File: config.mk
export PLATFORM = sky130hd
export DESIGN_NAME = fp_rsp_arbiter
export DESIGN_NICKNAME = d
export VERILOG_FILES = /design/src/rtl/fp_rsp_arbiter.sv
export SDC_FILE = /design/constraint.sdc
export NUM_CORES = 1
export LEC_CHECK = 0
export BUFFER_PORTS_ARGS = -buffer_cell sky130_fd_sc_hd__buf_4
export CAP_MARGIN = 20
export CORE_ASPECT_RATIO = 1.75
export CORE_MARGIN = 4
export CORE_UTILIZATION = 41
export CTS_CLUSTER_SIZE = 25
export DETAILED_ROUTE_END_ITERATION = 8
export GPL_TIMING_DRIVEN = 0
export PLACE_DENSITY = 0.79
export SETUP_SLACK_MARGIN = 0.1
export SYNTH_ARGS = -nofsm -noshare
export SYNTH_HDL_FRONTEND = slang
export SYNTH_SLANG_ARGS = --single-unit
File: constraint.sdc
create_clock -name clk -period 2.2 [get_ports clk]
set_input_delay 0.44 -clock clk [delete_from_list [all_inputs] [get_ports clk]]
set_output_delay 0.44 -clock clk [all_outputs]
set_load 0.01 [all_outputs]
File: src/rtl/fp_rsp_arbiter.sv
// Round-robin merge of per-core FP result streams into one registered
// writeback stream: one result per cycle, exactly one cycle of latency.
module fp_rsp_arbiter #(
    parameter int unsigned NUM_INPUTS = 4,
    parameter int unsigned LANES      = 1,
    parameter int unsigned TAGW       = 1
) (
    input  logic                          clk,
    input  logic                          reset,
    input  logic [NUM_INPUTS-1:0]         valid_in,
    output logic [NUM_INPUTS-1:0]         ready_in,
    input  logic [NUM_INPUTS*LANES*32-1:0] result_in,
    input  logic [NUM_INPUTS-1:0]         has_fflags_in,
    input  logic [NUM_INPUTS*LANES*5-1:0] fflags_in,
    input  logic [NUM_INPUTS*TAGW-1:0]    tag_in,
    output logic                          valid_out,
    input  logic                          ready_out,
    output logic [LANES*32-1:0]           result,
    output logic                          has_fflags,
    output logic [LANES*5-1:0]            fflags,
    output logic [TAGW-1:0]               tag_out
);

    localparam int unsigned PTRW = (NUM_INPUTS > 1) ? $clog2(NUM_INPUTS) : 1;

    logic [LANES*32-1:0] res_arr [NUM_INPUTS];
    logic [LANES*5-1:0]  ff_arr  [NUM_INPUTS];
    logic [TAGW-1:0]     tag_arr [NUM_INPUTS];

    for (genvar gi = 0; gi < NUM_INPUTS; gi++) begin : g_unpack
        assign res_arr[gi] = result_in[gi*LANES*32 +: LANES*32];
        assign ff_arr[gi]  = fflags_in[gi*LANES*5 +: LANES*5];
        assign tag_arr[gi] = tag_in[gi*TAGW +: TAGW];
    end

    logic [PTRW-1:0]     rr_ptr_q, rr_ptr_d;
    logic                valid_q, valid_d;
    logic [LANES*32-1:0] result_q, result_d;
    logic                has_fflags_q, has_fflags_d;
    logic [LANES*5-1:0]  fflags_q, fflags_d;
    logic [TAGW-1:0]     tag_q, tag_d;

    logic [PTRW-1:0] grant;
    logic            found;
    logic            accept;
    logic            fire;
    int unsigned     idx;

    // Scan starts at rr_ptr and wraps, so the first valid index found is the grant.
    always_comb begin
        found = 1'b0;
        grant = '0;
        idx   = 0;
        for (int unsigned i = 0; i < NUM_INPUTS; i++) begin
            idx = 32'(rr_ptr_q) + i;
            if (idx >= NUM_INPUTS) begin
                idx = idx - NUM_INPUTS;
            end
            if (!found && valid_in[PTRW'(idx)]) begin
                found = 1'b1;
                grant = PTRW'(idx);
            end
        end
    end

    assign accept = ~valid_q | ready_out;
    assign fire   = found & accept;

    always_comb begin
        ready_in = '0;
        if (found) begin
            ready_in[grant] = accept;
        end
    end

    always_comb begin
        valid_d      = valid_q;
        result_d     = result_q;
        has_fflags_d = has_fflags_q;
        fflags_d     = fflags_q;
        tag_d        = tag_q;
        rr_ptr_d     = rr_ptr_q;
        if (fire) begin
            valid_d      = 1'b1;
            result_d     = res_arr[grant];
            has_fflags_d = has_fflags_in[grant];
            fflags_d     = has_fflags_in[grant] ? ff_arr[grant] : '0;
            tag_d        = tag_arr[grant];
            rr_ptr_d     = (grant == PTRW'(NUM_INPUTS - 1)) ? '0 : grant + PTRW'(1);
        end else if (ready_out) begin
            valid_d = 1'b0;
        end
    end

    always_ff @(posedge clk) begin
        if (reset) begin
            valid_q      <= 1'b0;
            result_q     <= '0;
            has_fflags_q <= 1'b0;
            fflags_q     <= '0;
            tag_q        <= '0;
            rr_ptr_q     <= '0;
        end else begin
            valid_q      <= valid_d;
            result_q     <= result_d;
            has_fflags_q <= has_fflags_d;
            fflags_q     <= fflags_d;
            tag_q        <= tag_d;
            rr_ptr_q     <= rr_ptr_d;
        end
    end

    assign valid_out  = valid_q;
    assign result     = result_q;
    assign has_fflags = has_fflags_q;
    assign fflags     = fflags_q;
    assign tag_out    = tag_q;

`ifndef SYNTHESIS
    always_ff @(posedge clk) begin
        if (!reset) begin
            assert ($onehot0(ready_in));
            assert (!$isunknown(valid_out));
        end
    end
`endif

endmodule

==> out/summary.md, run 1 <==
The leading register cell type out of synthesis was sky130_fd_sc_hd__dfxtp_1. In the detailed route, the total length drawn on met2 is 6751 µm. The die is 117.8 µm tall.

The transition time of the tightest slew-check pin came out at 0.5419 ns. The logs give -0.2260 ns for the worst setup slack after placement and 19720 µm for the wire length of the first global-routing pass. Entering global routing, the biggest net connects 13 pins. The share of cells above drive strength 1 works out to 0.4376. Data arrives at the worst endpoint at 1.71 ns. The run gives 0 as the initial antenna violation count. In the detailed route, the total length drawn on met3 is 729 µm. For the combinational share of power, the log shows 0.502. The most repeated cell in the gate-level netlist after synthesis is sky130_fd_sc_hd__nand2_1. The signal on the critical path passes through nor2b_4 > nor2_2 > o221a_2 > buf_6 > clkbuf_16 > ha_4 > and2_4 > buf_6.

In this run, CTS created clock tree buffers numbering 5. In this run the horizontal extent of the chip is 70.72 µm. The total instance count after detailed placement came out at 678.

The family with the most delay on the worst path is flip-flops. The met1 layer wirelength in the final routing is 4685 µm, and the CTS sink count is 42. Clock-pin slew was measured on the worst setup and hold paths at 0.06 ns.

The tree is rooted in a sky130_fd_sc_hd__clkbuf_16. The number of buffers and inverters on the critical path is 3. The run finished with clean final reports. The critical path is of the reg -> out type. The average size of a mapped cell works out to 7.238 µm². The top fanout value on the critical path came out at 4.

The worst register-to-register path has a depth of 9. The async set or reset register ratio after synthesis is 0. The achievable frequency was 465.9 MHz; the clock power share was 0.218. The run gives 30 as the count of cell types in the netlist.

STA classifies the critical path endpoint as a primary output. The proportion of total power due to net switching works out to 0.3556. The count of flip-flops with a built-in enable after synthesis works out to 0.

The area growth from synthesis to layout is 72.07%. Setup violations remaining at the end of the flow were counted as 0. The number of global-route vias before repair was 4181; the top-level port count was 207. The total via count in the routed design was 3962; the post-synthesis cell count was 390. The tool flagged a number of max-cap violations equal to 0.

On the critical path, the stage with the largest delay is an instance of sky130_fd_sc_hd__dfxtp_4. The run gives 0.2979 as the sequential cell area fraction in the yosys report. On the final layout, the worst clock skew is 0.004948 ns.

The tools report the initial core utilization as 0.4253. The die covers 0.008328 mm². The finished layout holds 699 standard cells, fillers aside.

The total power density per cell area was 703.5 mW/mm²; the area of the core was 0.006636 mm². Summed over all layers, the routed wires come to 12650 µm. After detailed routing, the number of vias per cell comes to 5.668.

After synthesis, the most frequently instantiated cells are sky130_fd_sc_hd__nand2_1, sky130_fd_sc_hd__dfxtp_1, sky130_fd_sc_hd__a211oi_1, sky130_fd_sc_hd__and3_1, sky130_fd_sc_hd__a21oi_1. Synthesis inferred 42 register bits. The filler cells instantiated in the layout total 585. After routing the design area is 0.004857 mm². The analysis attributes to cell leakage a power of 2.355 nW. The tools report the overall track demand over capacity in global routing as 0.2893. The internal portion of the total power is 2.202 mW. The tools report the power share of the sequential group as 0.280. The portion of the clock cycle consumed by the worst path in the final layout was 0.9756; the residual DRC count was 0. The logs give 0.6387 for the worst slew margin relative to its limit and 0.5427 mV for the worst-case vdd ir drop. The number of I/O port buffers came out at 206.

The tools report the detailed router's first-iteration violation count as 245. The total grt overflow is 0, and the shortest period the worst path allows is 2.146 ns. The worst hold path was traced through 4 stages. The total number of H-tree levels came out at 2. Sorting the synthesized cells by area gives the leading types as sky130_fd_sc_hd__dfxtp_1, sky130_fd_sc_hd__nand2_1, sky130_fd_sc_hd__a311o_1. Once placement finished, the instance area stood at 0.004473 mm². At the worst endpoint, the required time is 1.76 ns. The cell area that synthesis handed to floorplanning was 0.002823 mm². TritonCTS built the clock tree. The top layer reached by signal wires is met4. The class of the tightest hold or removal check is in -> reg. The worst stage delay on the critical path was 0.36 ns; the setup TNS was 0 ns.

The tools report the total iterations of the first detailed-routing run as 5. Hold timing on the final database bottoms out at a slack of 0.4443 ns. The top-area cell type share of the netlist area came out at 0.2979. When the netlist entered floorplanning its net count stood at 554.

Setup repair after global routing could not meet its margin everywhere. The synthesized design spends more area on one cell type than any other, namely sky130_fd_sc_hd__dfxtp_1. After floorplanning, the core was divided into 39 placement rows. The final number of hold-violating endpoints is 0, and the number of pins with negative max-slew slack in the final report is 0. The post-detailed-route count of antenna-violating nets was 0. The estimated wirelength of the detail-placed design was 9562 µm; the number of synthesis warnings was 0. In this run the number of cells on the critical path is 8. Nature of the critical path startpoint: a flip-flop. The final layout contains 780 nets. The later pin in the worst-skew pair is clocked with a latency of 0.28 ns. Routability-driven placement finished with a final weighted congestion of 0.9182. In this design, the critical path's most frequently occurring cell is sky130_fd_sc_hd__buf_6. Average wire per cell in the routed design: 18.10 µm. For this design, the CTS-stage hold fixing added 0 buffers.

Summed over all nets, the switching power comes to 1.215 mW. The run gives 2 as the maximum buffer depth of the clock tree. 0 antenna diodes ended up in the layout. For the worst-case setup margin in the final layout, the log shows 0.05369 ns.
==> what timing repair did <==
action                     CTS  global route
gates resized for setup     19            20
pin swaps                    5             0
setup endpoints to repair   11            35
buffers inserted             7             6
==> cells in the final DEF (no fill, tap or decap), drive strengths merged <==
cell / instances
a211o: 1
a211oi: 40
a21o: 1
a21oi: 36
a311o: 33
a311oi: 1
a31oi: 6
a32o: 5
and2: 2
and3: 40
buf: 240
clkbuf: 27
clkinv: 1
dfxtp: 42
ha: 1
inv: 2
nand2: 117
nand2b: 1
nor2: 6
nor2b: 9
nor4: 1
o211a: 1
o21ai: 1
o21ba: 1
o21bai: 1
o221a: 1
==> tightest hold or removal path, cell delays in order <==
cell and delay [ns]:
sky130_fd_sc_hd__buf_4 0.08, sky130_fd_sc_hd__inv_1 0.05, sky130_fd_sc_hd__nand2_1 0.06, sky130_fd_sc_hd__a21oi_1 0.05
==> state kept, by name, indices dropped and copies added, names as in the netlist <==
register,count
has_fflags,1
result,32
valid_out,1
fflags,5
rr_ptr_q,2
tag_out,1
==> metal layers <==
layer / vias up / global-route usage
met4: 0 / 0.1388
met3: 34 / 0.05128
li1: 1883 / -
met1: 1882 / 0.3158
met2: 163 / 0.5221
met5: - / 0
==> power by group through the flow <==
| stage | Combinational, mW | Clock [mW] | Sequential (mW) |
|---|---|---|---|
| 2_1_floorplan | 0.800 | 0 | 1.02 |
| 3_3_place_gp | 1.52 | 0 | 0.967 |
| 3_5_place_dp | 1.55 | 0 | 0.970 |
| 4_1_cts | 1.64 | 0.749 | 0.954 |
| 5_1_grt | 1.86 | 0.782 | 0.972 |
| 6_report | 1.71 | 0.744 | 0.958 |
==> kinds of logic (layout without fill, tap and decap cells) <==
group                    count (synthesis)  in the layout  synth area share
buffers and inverters                   43            270           0.06959
AO/OA/AOI/OAI                          128            128            0.3462
flip-flops                              42             42            0.2979
adder cells (fa/ha/maj)                  1              1          0.004432
AND/OR/NAND/NOR                        176            176            0.2819
==> final cells by class <==
class | count | area, µm² | area share
plain buffers | 41 | 242.7 | 0.04997
multi-input cells | 305 | 1851 | 0.3810
inverters | 2 | 7.507 | 0.001546
flip-flops and latches | 42 | 845.8 | 0.1741
clock buffers | 7 | 142.6 | 0.02937
repair buffers | 219 | 1660 | 0.3418
clock inverters | 1 | 5.005 | 0.001030
well taps | 82 | 102.6 | 0.02112
==> final timing paths <==
check / startpoint / to / slack, ns
max: rr_ptr_q[0] / ready_in[3] / 0.05
min: ready_out / valid_out / 0.44
min reg2reg: result[28] / result[28] / 0.45
max reg2reg: rr_ptr_q[0] / fflags[2] / 0.16
==> through the flow <==
stage / total power, mW / util
2_1_floorplan: 1.821 / -
3_3_place_gp: 2.482 / 0.6740
3_5_place_dp: 2.519 / 0.6740
4_1_cts: 3.339 / 0.7146
5_1_grt: 3.612 / 0.7319
6_report: 3.417 / 0.7319
No activity file was read; power rests on OpenSTA's default activity.
==> inputs of run 2 (changes only) <==
--- a/config.mk
+++ b/config.mk
@@ -10,9 +10,9 @@
 export CORE_ASPECT_RATIO = 1.75
 export CORE_MARGIN = 4
-export CORE_UTILIZATION = 41
+export CORE_UTILIZATION = 37
 export CTS_CLUSTER_SIZE = 25
 export DETAILED_ROUTE_END_ITERATION = 8
 export GPL_TIMING_DRIVEN = 0
-export PLACE_DENSITY = 0.79
+export PLACE_DENSITY = 0.75
 export SETUP_SLACK_MARGIN = 0.1
 export SYNTH_ARGS = -nofsm -noshare
==> constraint.sdc (replaced) <==
create_clock -name clk -period 1.9 [get_ports clk]
set_input_delay 0.38 -clock clk [delete_from_list [all_inputs] [get_ports clk]]
set_output_delay 0.38 -clock clk [all_outputs]
set_load 0.05 [all_outputs]
==> out/summary.md, run 2 (synthesis results as in run 1) <==
STA puts the critical path data arrival time at 1.74 ns. The register with the most flip-flops in the layout has 32 of them. Once placement completed, the tool counted placed cells totaling 682. The initial core utilization was 0.3848. The share of cells above drive strength 1 works out to 0.5858. The total iterations of the first detailed-routing run is 4, and the maximum number of pins on one net before global-route repair is 12. The die is 123.5 µm tall.

In this run the worst path has a maximum fanout of 4. Based on the critical path, the design can be clocked at up to 471.5 MHz. For the pin with the worst max-slew slack, the measured transition is 0.6462 ns. No sink is reached through more buffers than the 2 on the longest clock path. Using the TritonRoute via totals, the vias-per-cell ratio works out to 5.771. Clock skew on the completed layout was measured at 0.002058 ns. For the total via count in the routed design, the log shows 4161. Counting the buffers created by CTS gives 5. In the layout the commonest cells are sky130_fd_sc_hd__buf_4, sky130_fd_sc_hd__nand2_1, sky130_fd_sc_hd__dfxtp_1. Clock-pin slew was measured on the worst setup and hold paths at 0.06 ns. 207 I/O pins were placed. For the final number of hold-violating endpoints, the log shows 0. The finished layout holds 721 standard cells, fillers aside. The CTS sink count was 42; the shortest period the worst path allows was 2.121 ns. The leakage power summed over all cells is 2.630 nW, and the number of I/O port buffers is 206. The logs give -0.2210 ns for the worst-case setup margin in the final layout and 40 for the number of endpoints failing setup at the final stage. After detailed routing, the average wire length per cell comes to 19.99 µm. The floorplan die area is 0.009145 mm². The portion of the clock cycle consumed by the worst path in the final layout is 1.116. The run finished, with violations left. The first routing iteration left 203 violations.

Worst slew margin relative to its limit: 0.5692. The floorplan has 41 rows. The overall power consumption is 5.196 mW. The category of the worst setup path capture point is a primary output. The final design utilization is 0.7848. The count of nets left with antenna violations once routing finished came out at 0.

Setup repair after global routing could not meet its margin everywhere. The clock root buffer master was sky130_fd_sc_hd__clkbuf_16. The H-tree generated during clock tree synthesis spans 2 levels.

The logs give 0 for the residual DRC count and 0 for the antenna cell count. The critical path is of the reg -> out type. OpenSTA, run right after detailed placement, puts the worst setup slack at -0.4484 ns. Leaving out fill and tap cells, the most frequent cell in the layout is sky130_fd_sc_hd__buf_4. The total power density per cell area works out to 902.5 mW/mm². The net total in the final layout came out at 800.

Wire length of the first global-routing pass: 19360 µm. The worst-case vdd ir drop was 0.6845 mV. For the worst setup path, the data required time is 1.52 ns. The tools report the number of pins with negative max-slew slack in the final report as 0. Clock latency at the later pin of the worst-skew pair: 0.28 ns. Detailed placement ended at an HPWL of 9620 µm. Setup slack on the worst reg-to-reg path comes out at -0.16 ns.

Max-cap violation count: 0. The final reports fail on setup timing. STA classifies the critical path startpoint as a flip-flop. At the end of routability-driven placement, the weighted congestion stood at 0.8011.

The floorplan step defined a core boundary enclosing 0.007336 mm². Number of global-route vias before repair: 4045. The overall track demand over capacity in global routing was 0.2738; the area overhead of the layout relative to synthesis was 103.9%.

Total grt overflow: 0. TritonCTS built the clock tree. The logs give 0 for the initial antenna violation count and 0 for the count of hold buffers inserted by post-cts repair. Width of the die: 74.03 µm. In this run the worst hold path is classified as in -> reg. The logs give 0.3800 ns for the worst hold-check slack and 14420 µm for the post-detailed-routing wire length.
run 2: area by class of cell:
type | instances | area (µm²)
multi-input combinational | 305 | 2263
timing repair buffer | 239 | 1982
fill | 511 | 1579
sequential | 42 | 845.8
buffer | 41 | 409.1
clock buffer | 6 | 138.9
tap | 86 | 107.6
inverter | 2 | 10.01
run 2: power breakdown:
| part | leakage (nW) | internal [mW] | switching, mW |
|---|---|---|---|
| Clock | 0.0688 | 0.508 | 0.329 |
| Sequential | 0.349 | 1.03 | 0.0844 |
| Combinational | 2.21 | 1.53 | 1.72 |
| Total | 2.63 | 3.07 | 2.13 |
run 2: path summary, 6_finish.rpt:
kind          startpoint     endpoint  cells after the start
min            ready_out    valid_out                      4
max reg2reg  rr_ptr_q[0]    fflags[1]                     11
max          rr_ptr_q[0]  ready_in[3]                      8
min reg2reg   result[26]   result[26]                      2
run 2: worst max-delay path: stages, from the launching register on:
cell                        delay, ns
sky130_fd_sc_hd__dfxtp_4         0.37
sky130_fd_sc_hd__nor2b_4         0.16
sky130_fd_sc_hd__nor2_4          0.05
sky130_fd_sc_hd__o221a_4         0.21
sky130_fd_sc_hd__buf_6           0.12
sky130_fd_sc_hd__clkbuf_16       0.13
sky130_fd_sc_hd__ha_4            0.14
sky130_fd_sc_hd__and2_4          0.13
sky130_fd_sc_hd__buf_8           0.14
run 2: repair_timing:
item                                    4_1_cts  5_1_grt
gates resized for setup                      85      101
pin swaps                                    23       49
gates cloned                                  0        8
buffers inserted                             14       11
endpoints found under the setup margin       44       44
run 2: layer usage:
layer	vias up	wire length [µm]	track usage
met5	-	0	0
met4	0	814	0.1259
met3	61	815	0.04150
met2	195	7767	0.5122
met1	1979	5020	0.2894
li1	1926	-	-
run 2: metrics by stage:
step,TNS [ns],instance area [µm²]
2_1_floorplan,0,2894
5_1_grt,-4.907,5757
3_3_place_gp,-12.76,4548
6_report,-2.987,5757
4_1_cts,-0.4355,5112
3_5_place_dp,-13.07,4548
==> inputs of run 3 (changes only) <==
- CORE_MARGIN: 4 -> 8
- CORE_UTILIZATION: 37 -> 38
- CTS_BUF_LIST: unset -> sky130_fd_sc_hd__clkbuf_8
- PLACE_DENSITY: 0.75 -> 0.77
==> out/summary.md, run 3 (synthesis results as in run 1) <==
Relative to the synthesized area, the layout overhead comes to 80.67%. The tools report the worst hold-check slack as 0.3637 ns. After clock tree synthesis, the clock-pin slew on the worst setup and hold paths is 0.08 ns.

Dividing total power by cell area gives a power density of 877.7 mW/mm². The logs give 0.9351 for the last weighted congestion value of the routability-driven placer and 20080 µm for the wire length of the first global-routing pass. The summed area of non-filler cells in the final layout is 0.005100 mm². After detailed placement, the total cell area comes to 0.004548 mm². At the later pin of the worst-skew pair, clock insertion delay measures 0.29 ns. For the worst slew margin relative to its limit, the log shows 0.5959. The worst hold path passes through 4 cells. Setup repair after global routing could not meet its margin everywhere. The repair_antennas step left the layout with diodes totalling 0.

The run gives -0.2561 ns as the worst-case setup margin in the final layout. The tools report the sink of the worst hold path as valid_out. Leaving out fill and tap cells, the most frequent cells in the layout are sky130_fd_sc_hd__buf_4, sky130_fd_sc_hd__nand2_1, sky130_fd_sc_hd__dfxtp_1.

The worst-case IR drop observed on VDD is 0.5962 mV. After detailed routing, the total wire length is 13640 µm. The die covers 0.01055 mm². The portion of the clock cycle consumed by the worst path in the final layout works out to 1.135. The register with the most flip-flops in the layout has 32 of them. The kind of cell with the highest combined delay along the critical path is flip-flops.

The checks that failed: setup timing. Counting along the longest clock path gives a buffer depth of 2. At the end of the flow, the number of nets in the layout was 777.

Entering global routing, the biggest net connects 13 pins. Detailed routing inserted a total of 3955 vias. The estimated wirelength of the detail-placed design is 10290 µm, and the max-cap violation count is 0. The pre-antenna-repair detailed-routing pass consisted of 6 iterations. The tools report the residual DRC count as 0. The path class of the tightest hold or removal check is in -> reg.

The worst setup path is of the reg -> out kind. The startpoint identified for the worst register-to-register timing path is rr_ptr_q[0]. In this design, the stage delay of the slowest critical-path cell is 0.39 ns. The tools report the detailed router's first-iteration violation count as 175.

The share of cells above drive strength 1 is 0.5016, and the total internal power is 2.536 mW. For the pin with the worst max-slew slack, the measured transition is 0.6061 ns. The run gives 4149 as the number of global-route vias before repair. For the required arrival time at the worst endpoint, the log shows 1.52 ns. On the final layout, the worst clock skew is 0.006556 ns. The fill cell total of the finished layout was 638; the number of pins with negative max-slew slack in the final report was 0. The critical path goes through nor2b_4 > a211o_1 > nand2_4 > inv_4 > buf_8 > ha_4 > and2_4 > buf_8. TritonCTS built the clock tree. The worst register-to-register path has a depth of 9. By instance count, the cell type seen most on the critical path is sky130_fd_sc_hd__buf_8. The final number of hold-violating endpoints is 0, and the average via count per standard cell is 5.650.

The worst setup path is launched from a flip-flop. The CTS buffer count is 5, and the total net switching power is 1.940 mW. The floorplan has 41 rows. The library cell used most frequently in the layout, excluding fill and tap cells, is sky130_fd_sc_hd__buf_4.

Count of hold buffers inserted by post-cts repair: 0. Clock tree synthesis found a total of 42 sinks. The total grt overflow was 0. Worst reg2reg path endpoint: fflags[0]. The proportion of total power due to net switching is 0.4335. The run finished, with violations left.

The clock power share was 0.151. The final design utilization is 0.7051, and the total number of H-tree levels is 2. The average wire per cell in the routed design was 19.49 µm; the combinational share of power was 0.601. The run gives 0 as the initial antenna violation count.

The clock root buffer master is sky130_fd_sc_hd__clkbuf_8. For the overall track demand over capacity in global routing, the log shows 0.2430. In this run the static leakage power is 2.415 nW. Slowest library cell on the worst path: sky130_fd_sc_hd__dfxtp_4. The tools report the initial core utilization as 0.3902.

Subtracting the final worst setup slack from the clock period gives 2.156 ns. After floorplanning, the core was sized to cover 0.007233 mm². Prior to clock tree synthesis, the placed netlist has a worst setup slack of -0.4241 ns. The worst setup path is captured at a primary output.

The arrival time of data at the critical path endpoint was 1.78 ns; the number of I/O port buffers was 206. The worst path buffer plus inverter count came out at 3. The achievable frequency was 463.8 MHz; the number of endpoints failing setup at the final stage was 15. Of all nets on the critical path, the largest fanout is 5.

The tools report the worst-case register-to-register setup slack as -0.10 ns. In this run the count of I/O pins placed on the die edge is 207. In this run the horizontal extent of the chip is 81.15 µm.

The count of nets left with antenna violations once routing finished came out at 0. From bottom edge to top edge, the die measures 130.0 µm. The run gives 0.248 as the power share of the sequential group.

The tools report the startpoint of the worst hold path as ready_out.
[run 3: changes by cell type in the layout (fill, tap and decap cells not counted), moves of 7 or more]
cell,before,now
sky130_fd_sc_hd__and3_1,18,38
sky130_fd_sc_hd__clkbuf_8,1,8
sky130_fd_sc_hd__clkbuf_16,13,1
sky130_fd_sc_hd__a21oi_2,12,1
sky130_fd_sc_hd__and3_4,22,2
sky130_fd_sc_hd__a21oi_1,24,35
sky130_fd_sc_hd__a211oi_1,2,10
[run 3: worst register-to-register path, stage by stage (launching register included)]
cell and delay, ns:
sky130_fd_sc_hd__dfxtp_4 0.39, sky130_fd_sc_hd__nor2b_4 0.05, sky130_fd_sc_hd__a211o_1 0.31, sky130_fd_sc_hd__buf_4 0.17, sky130_fd_sc_hd__buf_6 0.14, sky130_fd_sc_hd__buf_6 0.14, sky130_fd_sc_hd__and3_1 0.20, sky130_fd_sc_hd__a211oi_2 0.16
sky130_fd_sc_hd__a31oi_1 0.08, sky130_fd_sc_hd__a32o_1 0.27
[run 3: per-stage QoR]
step	setup TNS [ns]	power [mW]	cells
CTS	-0.8585	4.310	696
floorplan	0	2.624	390
global placement	-13.01	3.412	682
finish	-1.294	4.476	700
global route	-2.898	4.700	700
detailed placement	-13.48	3.449	682
[run 3: per-layer routing]
| layer | up-vias | part of all wire | global-route usage |
|---|---|---|---|
| met5 | - | 0 | 0 |
| met4 | 0 | 0.040 | 0.1185 |
| met3 | 30 | 0.065 | 0.04339 |
| met2 | 182 | 0.55 | 0.4564 |
| met1 | 1866 | 0.35 | 0.2447 |
| li1 | 1877 | - | - |
[run 3: power by group through the flow]
stage | Clock (mW) | Sequential [mW] | Combinational [mW]
after floorplan | 0 | 1.60 | 1.03
after global placement | 0 | 1.12 | 2.29
after detailed placement | 0 | 1.12 | 2.32
after CTS | 0.691 | 1.11 | 2.51
after global routing | 0.726 | 1.13 | 2.85
final | 0.676 | 1.11 | 2.69
[run 3: area by class of cell]
class | count | area (µm²) | share of cell area
Timing Repair Buffer | 216 | 1657 | 0.3248
Multi-Input combinational cell | 305 | 2051 | 0.4021
Sequential cell | 42 | 848.3 | 0.1663
Inverter | 2 | 10.01 | 0.001963
Clock buffer | 8 | 110.1 | 0.02159
Buffer | 41 | 316.6 | 0.06207
Tap cell | 86 | 107.6 | 0.02110
[run 3: repair_timing]
item / in CTS / in global routing
resized for setup: 57 / 44
pin swaps: 8 / 7
buffers inserted: 6 / 5
endpoints found under the setup margin: 44 / 44
[run 3: how the worst max path moves through the flow]
stage	start	end	slack, ns	cells after the start
after global placement	valid_in[0]	result[26]	-0.40	9
after floorplan	valid_in[2]	ready_in[3]	0.07	7
final	rr_ptr_q[0]	ready_in[3]	-0.26	8
after detailed placement	valid_in[0]	result[26]	-0.42	9
after global routing	rr_ptr_q[0]	ready_in[3]	-0.31	8
after CTS	rr_ptr_q[0]	ready_in[3]	-0.23	8
